$ cat config.mk
export PLATFORM = sky130hd
export DESIGN_NAME = add_core_pipe
export DESIGN_NICKNAME = d
export VERILOG_FILES = /design/src/rtl/add_core_pipe_pkg.sv /design/src/rtl/add_core_fifo.sv /design/src/rtl/add_core_pipe.sv
export SDC_FILE = /design/constraint.sdc
export NUM_CORES = 1
export LEC_CHECK = 0
export BUFFER_PORTS_ARGS = -buffer_cell sky130_fd_sc_hd__buf_2
export CAP_MARGIN = 40
export CORE_ASPECT_RATIO = 0.9
export CORE_MARGIN = 8
export CORE_UTILIZATION = 38
export DETAILED_ROUTE_END_ITERATION = 8
export PLACE_DENSITY_LB_ADDON = 0.3
export SETUP_SLACK_MARGIN = 0.02
export SLEW_MARGIN = 20
export SYNTH_ARGS = -nofsm -noshare
export SYNTH_HDL_FRONTEND = slang
export SYNTH_SLANG_ARGS = --single-unit
$ cat constraint.sdc
create_clock -name clk -period 1.95 [get_ports clk]
set_clock_uncertainty 0.05 [all_clocks]
set_input_delay 0 -clock clk [delete_from_list [all_inputs] [get_ports clk]]
set_output_delay 0 -clock clk [all_outputs]
set_load 0.02 [all_outputs]
$ cat src/rtl/add_core_pipe_pkg.sv
// Shared constants and result layout for the registered adder pipe.
// Combinational-only content; no latency or flow-control behaviour lives here.
// Consumers size their own result struct from DATA_W via res_w().
package add_core_pipe_pkg;

  localparam int DATA_W_DEF = 8;
  localparam int DEPTH_DEF  = 2;
  localparam int CNT_W_DEF  = 16;

  // Reference layout at the default width; wider instances rebuild it from DATA_W.
  typedef struct packed {
    logic                  carry;
    logic [DATA_W_DEF-1:0] sum;
  } add_res_t;

  function automatic int res_w(input int data_w);
    return data_w + 1;
  endfunction

endpackage

$ cat src/rtl/add_core_fifo.sv
// Generic DEPTH-entry synchronous FIFO with occupancy output and explicit pointer wrap.
// Latency: a push is visible at rd_dat the cycle after the push edge when empty.
// Backpressure: push is ignored when full, pop is ignored when empty.
module add_core_fifo
  import add_core_pipe_pkg::*;
#(
  parameter int  WIDTH = res_w(DATA_W_DEF),
  parameter int  DEPTH = DEPTH_DEF,
  localparam int PTR_W = $clog2(DEPTH),
  localparam int LVL_W = $clog2(DEPTH + 1)
) (
  input  logic             clk,
  input  logic             rst_n,
  input  logic             push,
  input  logic [WIDTH-1:0] wr_dat,
  input  logic             pop,
  output logic [WIDTH-1:0] rd_dat,
  output logic [LVL_W-1:0] level,
  output logic             full,
  output logic             empty
);

  logic [WIDTH-1:0] mem_q [DEPTH];
  logic [WIDTH-1:0] mem_d [DEPTH];
  logic [PTR_W-1:0] wr_ptr_q, wr_ptr_d;
  logic [PTR_W-1:0] rd_ptr_q, rd_ptr_d;
  logic [LVL_W-1:0] level_q, level_d;
  logic             do_push, do_pop;

  // Compare against DEPTH-1 rather than relying on natural overflow so
  // non-power-of-two depths wrap correctly.
  function automatic logic [PTR_W-1:0] ptr_inc(input logic [PTR_W-1:0] p);
    return (p == PTR_W'(DEPTH - 1)) ? '0 : p + 1'b1;
  endfunction

  assign full    = (level_q == LVL_W'(DEPTH));
  assign empty   = (level_q == '0);
  assign do_push = push && !full;
  assign do_pop  = pop && !empty;
  assign rd_dat  = mem_q[rd_ptr_q];
  assign level   = level_q;

  always_comb begin
    mem_d    = mem_q;
    wr_ptr_d = wr_ptr_q;
    rd_ptr_d = rd_ptr_q;
    level_d  = level_q;
    if (do_push) begin
      mem_d[wr_ptr_q] = wr_dat;
      wr_ptr_d        = ptr_inc(wr_ptr_q);
    end
    if (do_pop) begin
      rd_ptr_d = ptr_inc(rd_ptr_q);
    end
    case ({do_push, do_pop})
      2'b10:   level_d = level_q + 1'b1;
      2'b01:   level_d = level_q - 1'b1;
      default: level_d = level_q;
    endcase
  end

  always_ff @(posedge clk or negedge rst_n) begin
    if (!rst_n) begin
      for (int i = 0; i < DEPTH; i++) begin
        mem_q[i] <= '0;
      end
      wr_ptr_q <= '0;
      rd_ptr_q <= '0;
      level_q  <= '0;
    end else begin
      mem_q    <= mem_d;
      wr_ptr_q <= wr_ptr_d;
      rd_ptr_q <= rd_ptr_d;
      level_q  <= level_d;
    end
  end

  a_no_overflow : assert property (@(posedge clk) disable iff (!rst_n)
    level_q <= LVL_W'(DEPTH));
  a_ptr_range : assert property (@(posedge clk) disable iff (!rst_n)
    (wr_ptr_q < PTR_W'(DEPTH)) && (rd_ptr_q < PTR_W'(DEPTH)));

endmodule

$ cat src/rtl/add_core_pipe.sv
// Registered adder feeding a DEPTH-entry result FIFO, with wrapping pop counter; ADD_CORE_PIPE_SAT_EN adds saturation and sat_seen.
// Latency: operands pushed at edge N appear on out_* right after edge N when the FIFO was empty.
// Backpressure: in_ready = FIFO not full, from registered state only; no out_ready -> in_ready path.
module add_core_pipe
  import add_core_pipe_pkg::*;
#(
  parameter int  DATA_W = DATA_W_DEF,
  parameter int  DEPTH  = DEPTH_DEF,
  parameter int  CNT_W  = CNT_W_DEF,
  localparam int LVL_W  = $clog2(DEPTH + 1)
) (
  input  logic              clk,
  input  logic              rst_n,
  input  logic              in_valid,
  output logic              in_ready,
  input  logic [DATA_W-1:0] in_a,
  input  logic [DATA_W-1:0] in_b,
  output logic              out_valid,
  input  logic              out_ready,
  output logic [DATA_W-1:0] out_sum,
  output logic              out_carry,
  output logic [CNT_W-1:0]  txn_count,
`ifdef ADD_CORE_PIPE_SAT_EN
  output logic              sat_seen,
`endif
  output logic [LVL_W-1:0]  fifo_level
);

  typedef struct packed {
    logic              carry;
    logic [DATA_W-1:0] sum;
  } res_t;

  logic [DATA_W:0]  raw_sum;
  res_t             push_res;
  res_t             head_res;
  res_t             hold_q, hold_d;
  logic [CNT_W-1:0] txn_cnt_q, txn_cnt_d;
  logic             push, pop;
  logic             fifo_full, fifo_empty;

  assign raw_sum   = {1'b0, in_a} + {1'b0, in_b};
  assign in_ready  = !fifo_full;
  assign out_valid = !fifo_empty;
  assign push      = in_valid && in_ready;
  assign pop       = out_valid && out_ready;

  always_comb begin
    push_res.carry = raw_sum[DATA_W];
    push_res.sum   = raw_sum[DATA_W-1:0];
`ifdef ADD_CORE_PIPE_SAT_EN
    if (raw_sum[DATA_W]) begin
      push_res.sum = '1;
    end
`endif
  end

  add_core_fifo #(
    .WIDTH ($bits(res_t)),
    .DEPTH (DEPTH)
  ) u_fifo (
    .clk    (clk),
    .rst_n  (rst_n),
    .push   (push),
    .wr_dat (push_res),
    .pop    (pop),
    .rd_dat (head_res),
    .level  (fifo_level),
    .full   (fifo_full),
    .empty  (fifo_empty)
  );

  // The FIFO head slot moves on after the last pop, so the last delivered
  // result is kept aside to hold out_* steady while empty.
  always_comb begin
    hold_d    = pop ? head_res : hold_q;
    txn_cnt_d = pop ? txn_cnt_q + 1'b1 : txn_cnt_q;
  end

  always_ff @(posedge clk or negedge rst_n) begin
    if (!rst_n) begin
      hold_q    <= '0;
      txn_cnt_q <= '0;
    end else begin
      hold_q    <= hold_d;
      txn_cnt_q <= txn_cnt_d;
    end
  end

  assign out_sum   = out_valid ? head_res.sum : hold_q.sum;
  assign out_carry = out_valid ? head_res.carry : hold_q.carry;
  assign txn_count = txn_cnt_q;

`ifdef ADD_CORE_PIPE_SAT_EN
  logic sat_seen_q, sat_seen_d;

  always_comb begin
    sat_seen_d = sat_seen_q | (push & push_res.carry);
  end

  always_ff @(posedge clk or negedge rst_n) begin
    if (!rst_n) begin
      sat_seen_q <= 1'b0;
    end else begin
      sat_seen_q <= sat_seen_d;
    end
  end

  assign sat_seen = sat_seen_q;
`endif

  a_no_push_full : assert property (@(posedge clk) disable iff (!rst_n)
    !(push && fifo_full));
  a_head_stable : assert property (@(posedge clk) disable iff (!rst_n)
    (out_valid && !out_ready) |=> ($stable(out_sum) && $stable(out_carry)));

endmodule

==> run metrics <==
row cnt=29; Routed Antenna Nets=0; yosys warns=0; synthesized flop and latch total=47; fin. max-slew vios=0; PD cells=1453 nW/um^2; CP peak stage delay=around 0.5 ns; placed wire-length estimate=4123 um; final hold vios=0; Synth cell types=50; Clock transition at path regs=~0.090 ns; syn_nets=~290; Total GRT Usage=0.1167; ys flop type=dfrtp_1; Avg Vias per Cell=4.953; clk sinks=47; Hold Crit Depth=3; CP Capture Type=output port; Buf/Inv on CP=1; Post-Syn Area per Cell=between 10 and 15 sq um; peak supply drop=0.0003902 V; PortBufs=48; Worst Hold Class=primary input to flip-flop; First-pass DRT Iterations=4; number of global-route vias before repair=2106; Iteration-0 DRC Markers=98; die width=104.5 um; H-tree Lvls=2; via count=between 1500 and 2000; Ports=49; Post-synth ARST share=1.000; Worst slew margin=0.6134; clk buf depth=2; sequential-to-total area share from yosys stat=0.4386; RSZ-0062 raised after global routing=no; crit path kind=flip-flop to output port; top cells by count, synth=47 x dfrtp_1, 20 x nand2_1, 20 x nor2_1; R2R depth=6; Worst path top cell family by delay=flip-flops; Area Growth Syn to Fin=15.91%; die area=10000 sq um; Final setup viols=0; Worst EP arrival=1.68 ns; clk_lat worst skew=0.30 ns; critical path depth in cells=3; share of cells above drive strength 1=0.2573; setup bufs post-CTS=0; # DRC=0; antenna violations before repair=0; GPL Wtd Cong=0.7989; drt wl/cell=13.67 um; chip height=95.69 um; worst endpoint required time=1.90 ns; setup total negative slack=0 ns; Pleak=about 1.5 nW; status=completed; slowest cell on the critical path=dfrtp_1; Final Critical Period=around 1.7 ns; Synth Instances=about 260; maximum fanout along the worst path=19; top-area cell type share of the netlist area=0.4386; post-synth top area cell=dfrtp_1; Final Net Count=337; Slew @ Worst Pin=0.5800 ns; EDFF count, synth=0; Final Util=0.4485; first-pass GRT wire length=a little under 10000 um; Worst Setup Start Kind=flip-flop; post-synth design cell area=2681 sq um; Root Buffer=clkbuf_8; TritonCTS clock tree=built; GRT Residual Overflow=0; Max Cap Viol=0; diode count=0; most frequent cell after synthesis=dfrtp_1; Tcrit/Tclk final=0.8881; largest net degree at the start of global routing=between 40 and 50; fmax=577.4 MHz; CTS buffer count=5; CP Cell Sequence=or2_2 > a21oi_1 > buf_2; Core ar.=6930 sq um; largest cells by area after synthesis=dfrtp_1 44%, xnor2_1 5.9%, ha_1 4.7%, mux2i_1 4.5%, a21oi_1 3.0%; WL final=around 5500 um; initial core utilization=0.3869
==> power by group <==
part | switching [W] | internal, W | total [W]
registers | 0.000367 | 0.00137 | 0.00174
logic | 0.00127 | 0.000907 | 0.00218
clock network | 0.000342 | 0.000260 | 0.000602
==> flip-flops by register name, summed over array words and instances, names as in the netlist <==
register	cells
u_fifo.mem_q	18
txn_count	16
hold_q	9
u_fifo.level	2
u_fifo.rd_ptr_q	1
u_fifo.wr_ptr_q	1
==> per-stage QoR <==
step | hold slack (ns) | cells | area, sq um | total power (W) | setup slack (ns)
2_1_floorplan | -0.3456 | 257 | 2681 | 0.003348 | 0.2552
3_3_place_gp | 0.07615 | 390 | 2997 | 0.003903 | 0.2315
3_5_place_dp | 0.08341 | 390 | 2997 | 0.003966 | 0.1988
4_1_cts | 0.02486 | 400 | 3108 | 0.004578 | 0.1908
5_1_grt | 0.03143 | 400 | 3108 | 0.004888 | 0.05985
6_report | 0.03033 | 400 | 3108 | 0.004517 | 0.2182
==> per-layer routing <==
| layer | GRT usage | vias to the layer above | part of all wire |
|---|---|---|---|
| li1 | - | 1003 | - |
| met1 | 0.1460 | 939 | 0.48 |
| met2 | 0.1946 | 37 | 0.47 |
| met3 | 0.02744 | 2 | 0.045 |
| met4 | 0.04332 | 0 | 0.0029 |
| met5 | 0 | - | 0 |
==> cells in the final DEF (no fill, tap or decap), types with 4 or more instances in the layout <==
cell and instances:
buf_2 48, nand2_1 20, dfrtp_1 47, a21o_1 4, nor2_1 20, xor2_1 4, inv_1 6, xnor2_1 18
clkbuf_8 5, mux2_2 6, ha_1 10, o21ai_0 14, nor2b_1 6, nand4_1 11, a21oi_1 16, nand3_1 6
mux2i_1 12
==> layout make-up <==
cell class	instances	area, sq um
clock buffers	5	68.82
clock inverters	3	22.52
fillers	704	3822
inverters	7	31.28
multi-input cells	192	1410
flip-flops and latches	47	1176
well taps	93	116.4
repair buffers	53	282.8
==> worst paths after layout <==
check	from	to	slack (ns)
max reg2reg	u_fifo.level[1]	u_fifo.level[1]	0.27
max in group asynchronous	rst_n	txn_count[13]	1.18
min in group asynchronous	rst_n	txn_count[7]	0.26
min	in_b[0]	u_fifo.mem_q[0]	0.03
max	u_fifo.level[0]	out_sum[6]	0.22
min reg2reg	hold_q[7]	hold_q[7]	0.44
==> worst min-delay path, cell delays in order <==
cell	delay, ns
buf_2	0.08
ha_1	0.14
mux2_2	0.14
==> kinds of logic after synthesis <==
| kind of cell | Yosys count | synth area share |
|---|---|---|
| compound gates | 52 | 0.1265 |
| xor+xnor | 22 | 0.07186 |
| fa+ha+maj | 11 | 0.05413 |
| buf+inv | 18 | 0.03546 |
| flops | 47 | 0.4386 |
| mux | 21 | 0.08679 |
| simple gates | 86 | 0.1867 |
==> timing repair <==
item                                   in CTS  in global routing
endpoints found under the hold margin      48                  0
hold buffers                                2                  0
gates resized for setup                     0                  0
No activity file was read; power rests on OpenSTA's default activity.
